==> src/rtl/bus_register_bank.sv <==
// bus_register_bank: ten 8-bit bus registers with 16-bit pair inc/dec; LOAD_ONEHOT_CHECK_EN enables multi-hot load checking
module bus_register_bank (
   input  logic        clk,
   input  logic        rst_n,
   input  logic [7:0]  data_in,
   input  logic        load_0,
   input  logic        load_1,
   input  logic        load_2,
   input  logic        load_3,
   input  logic        load_4,
   input  logic        load_5,
   input  logic        load_6,
   input  logic        load_7,
   input  logic        load_8,
   input  logic        load_9,
   input  logic        pair_inc,
   input  logic        pair_dec,
   input  logic [1:0]  pair_sel,
   input  logic        err_clr,
   output logic [7:0]  reg_0,
   output logic [7:0]  reg_1,
   output logic [7:0]  reg_2,
   output logic [7:0]  reg_3,
   output logic [7:0]  reg_4,
   output logic [7:0]  reg_5,
   output logic [7:0]  reg_6,
   output logic [7:0]  reg_7,
   output logic [7:0]  reg_8,
   output logic [7:0]  reg_9,
   output logic [15:0] pair_out,
   output logic        load_error
);
   logic [7:0]  r [10];
   logic [9:0]  ld, wr;
   logic        multi, pair_op;
   logic [15:0] pair_next;
   assign ld = {load_9, load_8, load_7, load_6, load_5, load_4, load_3, load_2, load_1, load_0};
   assign multi = (ld & (ld - 10'd1)) != 10'd0;
   assign pair_op = ~|ld & (pair_inc ^ pair_dec);
   assign pair_out = pair_sel == 2'd0 ? {r[0], r[1]} :
                     pair_sel == 2'd1 ? {r[2], r[3]} :
                     pair_sel == 2'd2 ? {r[4], r[5]} : {r[6], r[7]};
   assign pair_next = pair_out + (pair_inc ? 16'h0001 : 16'hFFFF);
`ifdef LOAD_ONEHOT_CHECK_EN
   assign wr = multi ? 10'd0 : ld;
   always_ff @(posedge clk) begin
      if (!rst_n) load_error <= 1'b0;
      else if (multi) load_error <= 1'b1;
      else if (err_clr) load_error <= 1'b0;
   end
`else
   logic unused_err_clr;
   assign wr = ld;
   assign load_error = 1'b0;
   assign unused_err_clr = err_clr ^ multi;
`endif
   genvar i;
   for (i = 0; i < 10; i++) begin : g_reg
      localparam bit IN_PAIR = i < 8;
      always_ff @(posedge clk) begin
         if (!rst_n) r[i] <= 8'h00;
         else if (wr[i]) r[i] <= data_in;
         else if (IN_PAIR && pair_op && pair_sel == 2'(i / 2))
            r[i] <= (i % 2 == 0) ? pair_next[15:8] : pair_next[7:0];
      end
   end
   assign reg_0 = r[0];
   assign reg_1 = r[1];
   assign reg_2 = r[2];
   assign reg_3 = r[3];
   assign reg_4 = r[4];
   assign reg_5 = r[5];
   assign reg_6 = r[6];
   assign reg_7 = r[7];
   assign reg_8 = r[8];
   assign reg_9 = r[9];
endmodule

==> config.mk <==
export PLATFORM = sky130hd
export DESIGN_NAME = bus_register_bank
export DESIGN_NICKNAME = d
export VERILOG_FILES = /design/src/rtl/bus_register_bank.sv
export SDC_FILE = /design/constraint.sdc
export NUM_CORES = 1
export LEC_CHECK = 0
export ABC_AREA = 0
export CAP_MARGIN = 20
export CORE_MARGIN = 2
export CORE_UTILIZATION = 53
export DETAILED_ROUTE_END_ITERATION = 8
export HOLD_SLACK_MARGIN = 0.08
export PLACE_DENSITY = 0.9
export SYNTH_ARGS = -nofsm -noshare
export SYNTH_HDL_FRONTEND = slang
export SYNTH_SLANG_ARGS = --single-unit
==> constraint.sdc <==
create_clock -name clk -period 7.2 [get_ports clk]
set_clock_uncertainty 0.15 [all_clocks]
set_input_delay 0.72 -clock clk [delete_from_list [all_inputs] [get_ports clk]]
set_output_delay 0.72 -clock clk [all_outputs]
set_load 0.05 [all_outputs]
Yosys cells after proc, flatten, opt, wreduce, memory -nomap -nowiden
Memory sizes are Yosys's and may differ from the RTL's.
Index checks and enable logic that the tools add are counted.
{"block": "totals", "wordCells": 113, "romBits": 0, "mem_count": 1, "mem_bits_rw": 80, "out_inout_bits": 97, "regBits": 0, "latch_bits": 0}
{"name": "r", "words": 10, "width": 8, "read_ports": 10, "rd_ports_with_merged_regs": 0, "write_ports": 10, "line": "33", "source": "logic [7:0] r [10];"}
{"block": "op_classes", "magnitude_cmp": 0, "eq_ne": 3, "shift": 0, "addsub": 1, "multipliers": 0, "bitwise": 20, "mux": 81, "n_div": 0, "reduce_logical": 7}
{"cell": "$mux W8", "n": 18}
{"cell": "$mux W16", "n": 4}
{"cell": "$mux W1", "n": 59}
{"cell": "$or A1 B1 Y1", "n": 18}
{"cell": "$add A16 B16 Y16", "n": 1}
{"cell": "$reduce_or A10 Y1", "n": 1}
{"cell": "$eq A2 B2 Y1 const B", "n": 2}
{"cell": "$logic_and A1 B1 Y1", "n": 4}
{"cell": "$eq A2 B1 Y1 const B", "n": 1}
{"cell": "$logic_not A2 Y1", "n": 1}
{"cell": "$and A1 B1 Y1", "n": 1}
{"cell": "$logic_not A1 Y1", "n": 1}
{"cell": "$xor A1 B1 Y1", "n": 1}

Logic depth before layout (Yosys ltp)
Gate-level depths: netlist of the first run.
{"block": "depth", "word_depth": 9, "ltp_mapped": 11}

Worst setup path before layout of the first run
No wires, ideal clock.
{"block": "synth_timing", "path_kind": "in2reg", "startpoint": "input port pair_sel[0]", "endpoint": "memory r[2][4] (data pin)", "path_slack_ns": 3.044, "t_required_ns": 6.785, "arrival_time_ns": 3.741, "stages": 10, "setup_time_ns": 0.265, "cell_sequence": "buf_6 > clkbuf_1 > mux4_2 > fa_1 > a21o_1 > a221oi_1 > o21ai_1 > a31oi_1 > xor2_1 > o21ai_0"}
{"item": "from (decl)", "line": "18", "source": "input logic [1:0] pair_sel,"}
{"item": "to (decl)", "line": "33"}

==> results.md, run 1 <==
* Vias in the first global route at 3772
* Grt ovf at 0
* Clock sinks at 80
* Synth Area in XOR/XNOR at 3.290%
* Reg2reg start: r[1][0]
* Status: finished, final reports clean
* Cell Chain, Critical Path: clkdlybuf4s50_1, mux4_2, fa_1, a21o_1, a221oi_1, o211ai_1, a31oi_1, xor2_1, o21ai_0
* Hold Path Depth at 2
* Synthesized flop and latch total at 80
* Largest reg by FF count: r
* I/O Buffers at 119
* Placeable Area at 8217 um^2
* GR Util All Layers at 29.65%
* Critical path capture point type: register
* Post-Synth Adder-Cell Area at 4.349%
* Antenna violations before repair at 0
* Mapped Cells at 401
* Post-synthesis simple-gate area fraction at 15.03%
* Post-synthesis sequential area ratio at 53.53%
* Area Growth Syn to Fin at 31.89%
* Initial DRC Count at 473
* Hold Path Class: register to register
* Worst endpoint required time at 7150 ps
* Postcts setup bufs at 0
* Site Rows at 33
* Worst slack, placed at 2215 ps
* Final setup viols at 0
* Post-layout worst setup margin at 2550 ps
* Netlist cell types at 42
* Root Driver: clkbuf_8
* CP peak stage delay at 1010 ps
* CTS Buf Count at 9
* Largest register FFs at 80
* Synth Area per Inst at 11.19 um^2
* Top cells by count, synth: edfxtp_1, nand2_1, o21ai_0
* Synth area leader: edfxtp_1
* Yosys warning count at 0
* Cell with the most instances after synthesis: edfxtp_1
* Wirelength per Cell at 21.30 um
* Hold Path Origin: r[5][0]
* VDD IR max at 0.1415 mV
* Post-synthesis compound-gate area fraction at 12.57%
* Worst-Skew Late Latency at 360 ps
* Number of diodes at 0
* Fill count at 557
* Chip width at 96.02 um
* Post-synth top area share at 53.53%
* Final wirelength at 13.06 mm
* Worst-path fanout max at 10
* Hold Buf Count CTS at 0
* Crit path kind: input pin to register
* Post-synth EDFFs at 80
* Synth Flop Type: edfxtp_1
* CTS tree: built
* Largest registers: r x80
* Fmax at 0.2150 GHz
* Largest family of logic cells by synthesized area: simple AND/OR/NAND/NOR gates
* Die area at 9220 um^2
* Detailed-router iteration count before antenna repair at 5
* Vias at 3772
* Startpoint type of the worst setup path: input pin
* Vias per cell at 6.153
* Setup TNS at 0 ps
* Tmin final at 4650 ps
* Initial cell density of the core at 54.62%
* Pwr dens at 242.7 nW/um^2
* Slowest CP cell: clkdlybuf4s50_1
* First-pass GRT wire length at 19.69 mm
* Register-to-Register Setup Slack at 3630 ps
* Synth area leaders: edfxtp_1, mux4_2, o21ai_0
* R2r worst-path depth at 8
* Slew HR at 37.90%
* Share of layout cells above drive strength 1 at 7.480%
* Antenna viol nets, final at 0
* Largest net degree at the start of global routing at 37
* Post-synth ARST share at 0%
* Leak Pwr at 2.223 nW
* Drt drc at 0
* Max Cap Viol at 0
* Syn nets at 441
* RSZ-0062 raised after global routing: false
* Worst EP arrival at 4600 ps
* Mux contribution to synthesized area at 8.029%
* Htree depth at 3
* Worst reg2reg path endpoint: r[4][6]
* Dpl hpwl at 9.485 mm
* Crit share post-route at 64.59%
* Nets at 543
* Cell Area, Synth at 4488 um^2
* Vert. Die Dim at 96.02 um
* RePlAce Congestion at 0.9143
* Hold worst-path end: r[7][0]
* Slew @ Worst Pin at 928.6 ps
* Endpoints failing hold at 0
* I/O pin cnt at 122
* Resized cells post-CTS at 0
* Worst-path clk slew at 80 ps
* Longest Clk Path Bufs at 2
* Pins Over Slew Limit at 0
-- worst max-delay path: cells and delay by family --
family | cells | cell delay, ps
compound gates | 5 | 1370
xor+xnor | 1 | 300
fa+ha+maj | 1 | 480
buf+inv | 1 | 1010
mux | 1 | 720
-- cell type report --
class | count | area (um^2) | share of cell area (%)
clock inverter | 7 | 95.09 | 1.606
timing repair buffer | 121 | 1206 | 20.38
tap | 105 | 131.4 | 2.219
clock buffer | 9 | 123.9 | 2.093
inverter | 4 | 15.01 | 0.2536
multi-input combinational | 287 | 1946 | 32.87
sequential | 80 | 2402 | 40.58
-- worst max-delay path by stage --
stage | start | end | slack, ps | cells after the start
global route | pair_sel[0] | r[4][6] | 2280 | 9
finish | pair_sel[0] | r[4][6] | 2550 | 9
global placement | pair_sel[0] | r[6][6] | 2240 | 9
detailed placement | pair_sel[0] | r[4][4] | 2220 | 9
CTS | pair_sel[0] | r[6][6] | 2580 | 9
floorplan | pair_sel[0] | r[2][4] | 3040 | 10
-- power by group --
group / internal [W] / switching [W]
Clock: 0.000196 / 0.000169
Sequential: 0.000554 / 0.0000192
Combinational: 0.000165 / 0.000334
-- per-layer routing --
metal  wire length, um  track usage (%)
met5                 0                0
met4               386            10.95
met3              1529            9.710
met2              6368            49.42
met1              4774            35.98
-- per-stage QoR --
step                hold WS (ps)  util [%]  power (W)  cells  cell area (um^2)
floorplan                  799.5         -  0.0009189    401              4488
detailed placement         838.5     69.38   0.001076    597              5700
global placement           822.1     69.38   0.001064    597              5700
CTS                        852.2     72.04   0.001431    613              5919
finish                     858.8     72.04   0.001437    613              5919
global route               887.4     72.04   0.001482    613              5919
-- placed cells by master (no fill, tap or decap), types with 2 or more instances in the layout --
| master | netlist | routed |
|---|---|---|
| buf_4 | 1 | 2 |
| a31oi_1 | 5 | 5 |
| a21o_1 | 7 | 7 |
| xor2_1 | 8 | 8 |
| bufinv_16 | 0 | 2 |
| xnor2_1 | 7 | 7 |
| nand3b_1 | 4 | 4 |
| nand3_1 | 3 | 3 |
| and3_1 | 17 | 17 |
| clkdlybuf4s50_1 | 0 | 119 |
| nand4b_1 | 2 | 2 |
| nand2b_1 | 3 | 3 |
| and2_1 | 11 | 11 |
| inv_1 | 4 | 4 |
| clkinv_2 | 0 | 2 |
| and4_1 | 2 | 2 |
| mux4_2 | 16 | 16 |
| nor2_1 | 6 | 6 |
| ha_1 | 14 | 14 |
| nor4_1 | 2 | 2 |
| clkbuf_8 | 0 | 9 |
| nand4_1 | 5 | 5 |
| a21oi_1 | 10 | 10 |
| o21ai_0 | 68 | 68 |
| edfxtp_1 | 80 | 80 |
| nor2b_1 | 7 | 7 |
| nand2_1 | 75 | 75 |
-- kinds of logic after synthesis --
group / count (synthesis)
muxes: 16
AOI/OAI and AO/OA: 101
adders and majority gates: 15
DFF: 80
buffers and inverters: 34
other: 1
and+or+nand+nor: 138
xor gates and xnor gates: 16
Power figures use the tool's default switching activity.
==> run 2: changes to the inputs <==
--- a/config.mk
+++ b/config.mk
@@ -8,10 +8,10 @@
 export ABC_AREA = 0
 export CAP_MARGIN = 20
 export CORE_MARGIN = 2
-export CORE_UTILIZATION = 53
+export CORE_UTILIZATION = 49
 export DETAILED_ROUTE_END_ITERATION = 8
 export HOLD_SLACK_MARGIN = 0.08
-export PLACE_DENSITY = 0.9
+export PLACE_DENSITY = 0.84
 export SYNTH_ARGS = -nofsm -noshare
 export SYNTH_HDL_FRONTEND = slang
 export SYNTH_SLANG_ARGS = --single-unit
==> constraint.sdc (replaced) <==
create_clock -name clk -period 4.8 [get_ports clk]
set_clock_uncertainty 0.15 [all_clocks]
set_input_delay 0.48 -clock clk [delete_from_list [all_inputs] [get_ports clk]]
set_output_delay 0.48 -clock clk [all_outputs]
set_load 0.05 [all_outputs]
==> run 2 against run 1 <==
Net effect:
- routed wire length grew 0.25%
- critical path depth grew 1
- sequential share of layout area grew 0.26 points
- hold slack lost 38 ps
- largest power group unchanged
==> results.md, run 2 (synthesis results as in run 1) <==
* Placed Area at 5719 um^2 (+0.33%)
* Grt ovf at 0 (unchanged)
* Startpoint type of the worst setup path: input pin
* R2r worst-path depth at 9 (+1)
* Post-layout worst setup margin at 774.9 ps (-1775 ps)
* I/O Buffers at 119 (unchanged)
* Slew HR at 39.94% (+2.0 points)
* Largest reg by FF count: r
* Fill count at 642 (+15%)
* Initial DRC Count at 367 (-22%)
* Final wirelength at 13.09 mm (+0.25%)
* Worst slack, placed at 458.0 ps (-1757 ps)
* Crit share post-route at 83.86%
* Resized cells post-CTS at 0 (unchanged)
* Area Growth Syn to Fin at 31.06%
* Largest registers: r x80
* Dpl hpwl at 9.547 mm (+0.65%)
* Pins Over Slew Limit at 0 (unchanged)
* Die area at 9941 um^2 (+7.8%)
* Hold Path Depth at 4 (+2)
* Clock sinks at 80 (unchanged)
* Crit path kind: input pin to register
* Slew @ Worst Pin at 898.1 ps (-30.45 ps)
* Largest net degree at the start of global routing at 37 (unchanged)
* CTS Buf Count at 9 (unchanged)
* Setup TNS at 0 ps (unchanged)
* I/O pin cnt at 122 (unchanged)
* Tmin final at 4025 ps
* Vias per cell at 6.099 (-0.89%)
* Endpoints failing hold at 0 (unchanged)
* First-pass GRT wire length at 19.68 mm (about the same)
* CTS tree: built
* Max Cap Viol at 0 (unchanged)
* Antenna violations before repair at 0 (unchanged)
* Hold Path Origin: load_5
* Antenna viol nets, final at 0 (unchanged)
* Leak Pwr at 2.194 nW (-1.3%)
* Largest register FFs at 80 (unchanged)
* Reg2reg start: r[3][0]
* Chip width at 99.71 um (+3.8%)
* Hold Buf Count CTS at 0 (unchanged)
* Postcts setup bufs at 0 (unchanged)
* Cell Chain, Critical Path: clkdlybuf4s50_1, mux4_2, fa_1, a21o_1, a221oi_1, buf_4, o211ai_1, a31oi_1, xor2_1, o21ai_0
* Status: finished, final reports clean
* RePlAce Congestion at 0.9724 (+6.4%)
* Critical path capture point type: register
* Hold Path Class: input pin to register
* Hold worst-path end: r[5][6]
* Nets at 545 (+0.37%)
* Worst reg2reg path endpoint: r[0][6]
* Fmax at 0.2484 GHz
* Commonest non-fill, non-tap cell in the layout: clkdlybuf4s50_1
* Most frequent cells in the layout: clkdlybuf4s50_1, edfxtp_1, nand2_1, o21ai_0, and3_1
* Worst-Skew Late Latency at 370 ps (about the same)
* Vert. Die Dim at 99.71 um (+3.8%)
* Longest Clk Path Bufs at 2 (unchanged)
* Worst EP arrival at 3970 ps (-630 ps)
* Register-to-Register Setup Slack at 1370 ps (-2260 ps)
* Root Driver: clkbuf_8
* Worst endpoint required time at 4740 ps (-2410 ps)
* VDD IR max at 0.2532 mV (+79%)
* Number of diodes at 0 (unchanged)
* Drt drc at 0 (unchanged)
* Placeable Area at 8806 um^2 (+7.2%)
* Detailed-router iteration count before antenna repair at 5 (unchanged)
* Final setup viols at 0 (unchanged)
* CP delay by family, top: compound AO/OA/AOI/OAI gates
* Vias at 3763 (-0.24%)
* CP peak stage delay at 780 ps (-230 ps)
* Vias in the first global route at 3720 (-1.4%)
* Worst-path clk slew at 80 ps (about the same)
* GR Util All Layers at 26.49% (-3.2 points)
* Wirelength per Cell at 21.22 um (-0.40%)
* Post-route cell area at 5882 um^2 (-0.63%)
* RSZ-0062 raised after global routing: false
* Slowest CP cell: clkdlybuf4s50_1
* Initial cell density of the core at 50.97% (-3.7 points)
* Share of layout cells above drive strength 1 at 7.466% (-0.015 points)
* Site Rows at 34 (+3.0%)
* Worst-path fanout max at 9 (-1)
* Htree depth at 3 (unchanged)
* WP buf/inv at 2 (+1)
* Pwr dens at 347.4 nW/um^2 (+43%)
[run 2: worst max-delay path by stage]
| stage | startpoint | endpoint | slack [ps] | depth (start not counted) |
|---|---|---|---|---|
| finish | pair_sel[0] | r[0][6] | 770 | 10 |
| global route | pair_sel[0] | r[0][6] | 600 | 10 |
| CTS | pair_sel[0] | r[0][6] | 800 | 10 |
| detailed placement | pair_sel[0] | r[6][6] | 460 | 11 |
| global placement | pair_sel[0] | r[4][6] | 520 | 11 |
| floorplan | pair_sel[0] | r[2][4] | 880 | 10 |
[run 2: layout make-up]
type                    instances  area [um^2]  share of cell area (%)
repair buffers                123         1221                   20.76
multi-input cells             287         1946                   33.08
clock inverters                 5        35.03                  0.5956
flip-flops and latches         80         2402                   40.84
inverters                       4        15.01                  0.2553
well taps                     108        135.1                   2.297
clock buffers                  10        127.6                   2.170
[run 2: tightest hold or removal path, cell delays in order]
cell,delay (ps)
clkdlybuf4s50_1,510
nand2_1,60
o21ai_0,60
and2_1,120
[run 2: power breakdown]
part / internal, W / switching, W / total (W)
Clock: 0.000184 / 0.000249 / 0.000433
Combinational: 0.000250 / 0.000503 / 0.000753
Sequential: 0.000830 / 0.0000272 / 0.000858
[run 2: stage by stage]
| step | cells | hold slack [ps] | utilization (%) | total power, W |
|---|---|---|---|---|
| global placement | 602 | 822.3 | 64.95 | 0.001604 |
| finish | 617 | 820.9 | 66.79 | 0.002044 |
| detailed placement | 602 | 833.0 | 64.95 | 0.001618 |
| CTS | 617 | 816.4 | 66.79 | 0.002032 |
| global route | 617 | 868.2 | 66.79 | 0.002103 |
| floorplan | 401 | 559.5 | - | 0.001378 |
[run 2: routing by layer]
layer | wire [um] | share of wire [%] | vias to the layer above | GRT usage [%]
li1 | - | - | 1697 | -
met1 | 5155 | 39 | 1825 | 34.83
met2 | 6404 | 49 | 216 | 44.28
met3 | 1301 | 9.9 | 25 | 5.692
met4 | 228 | 1.7 | 0 | 8.219
met5 | 0 | 0 | - | 0
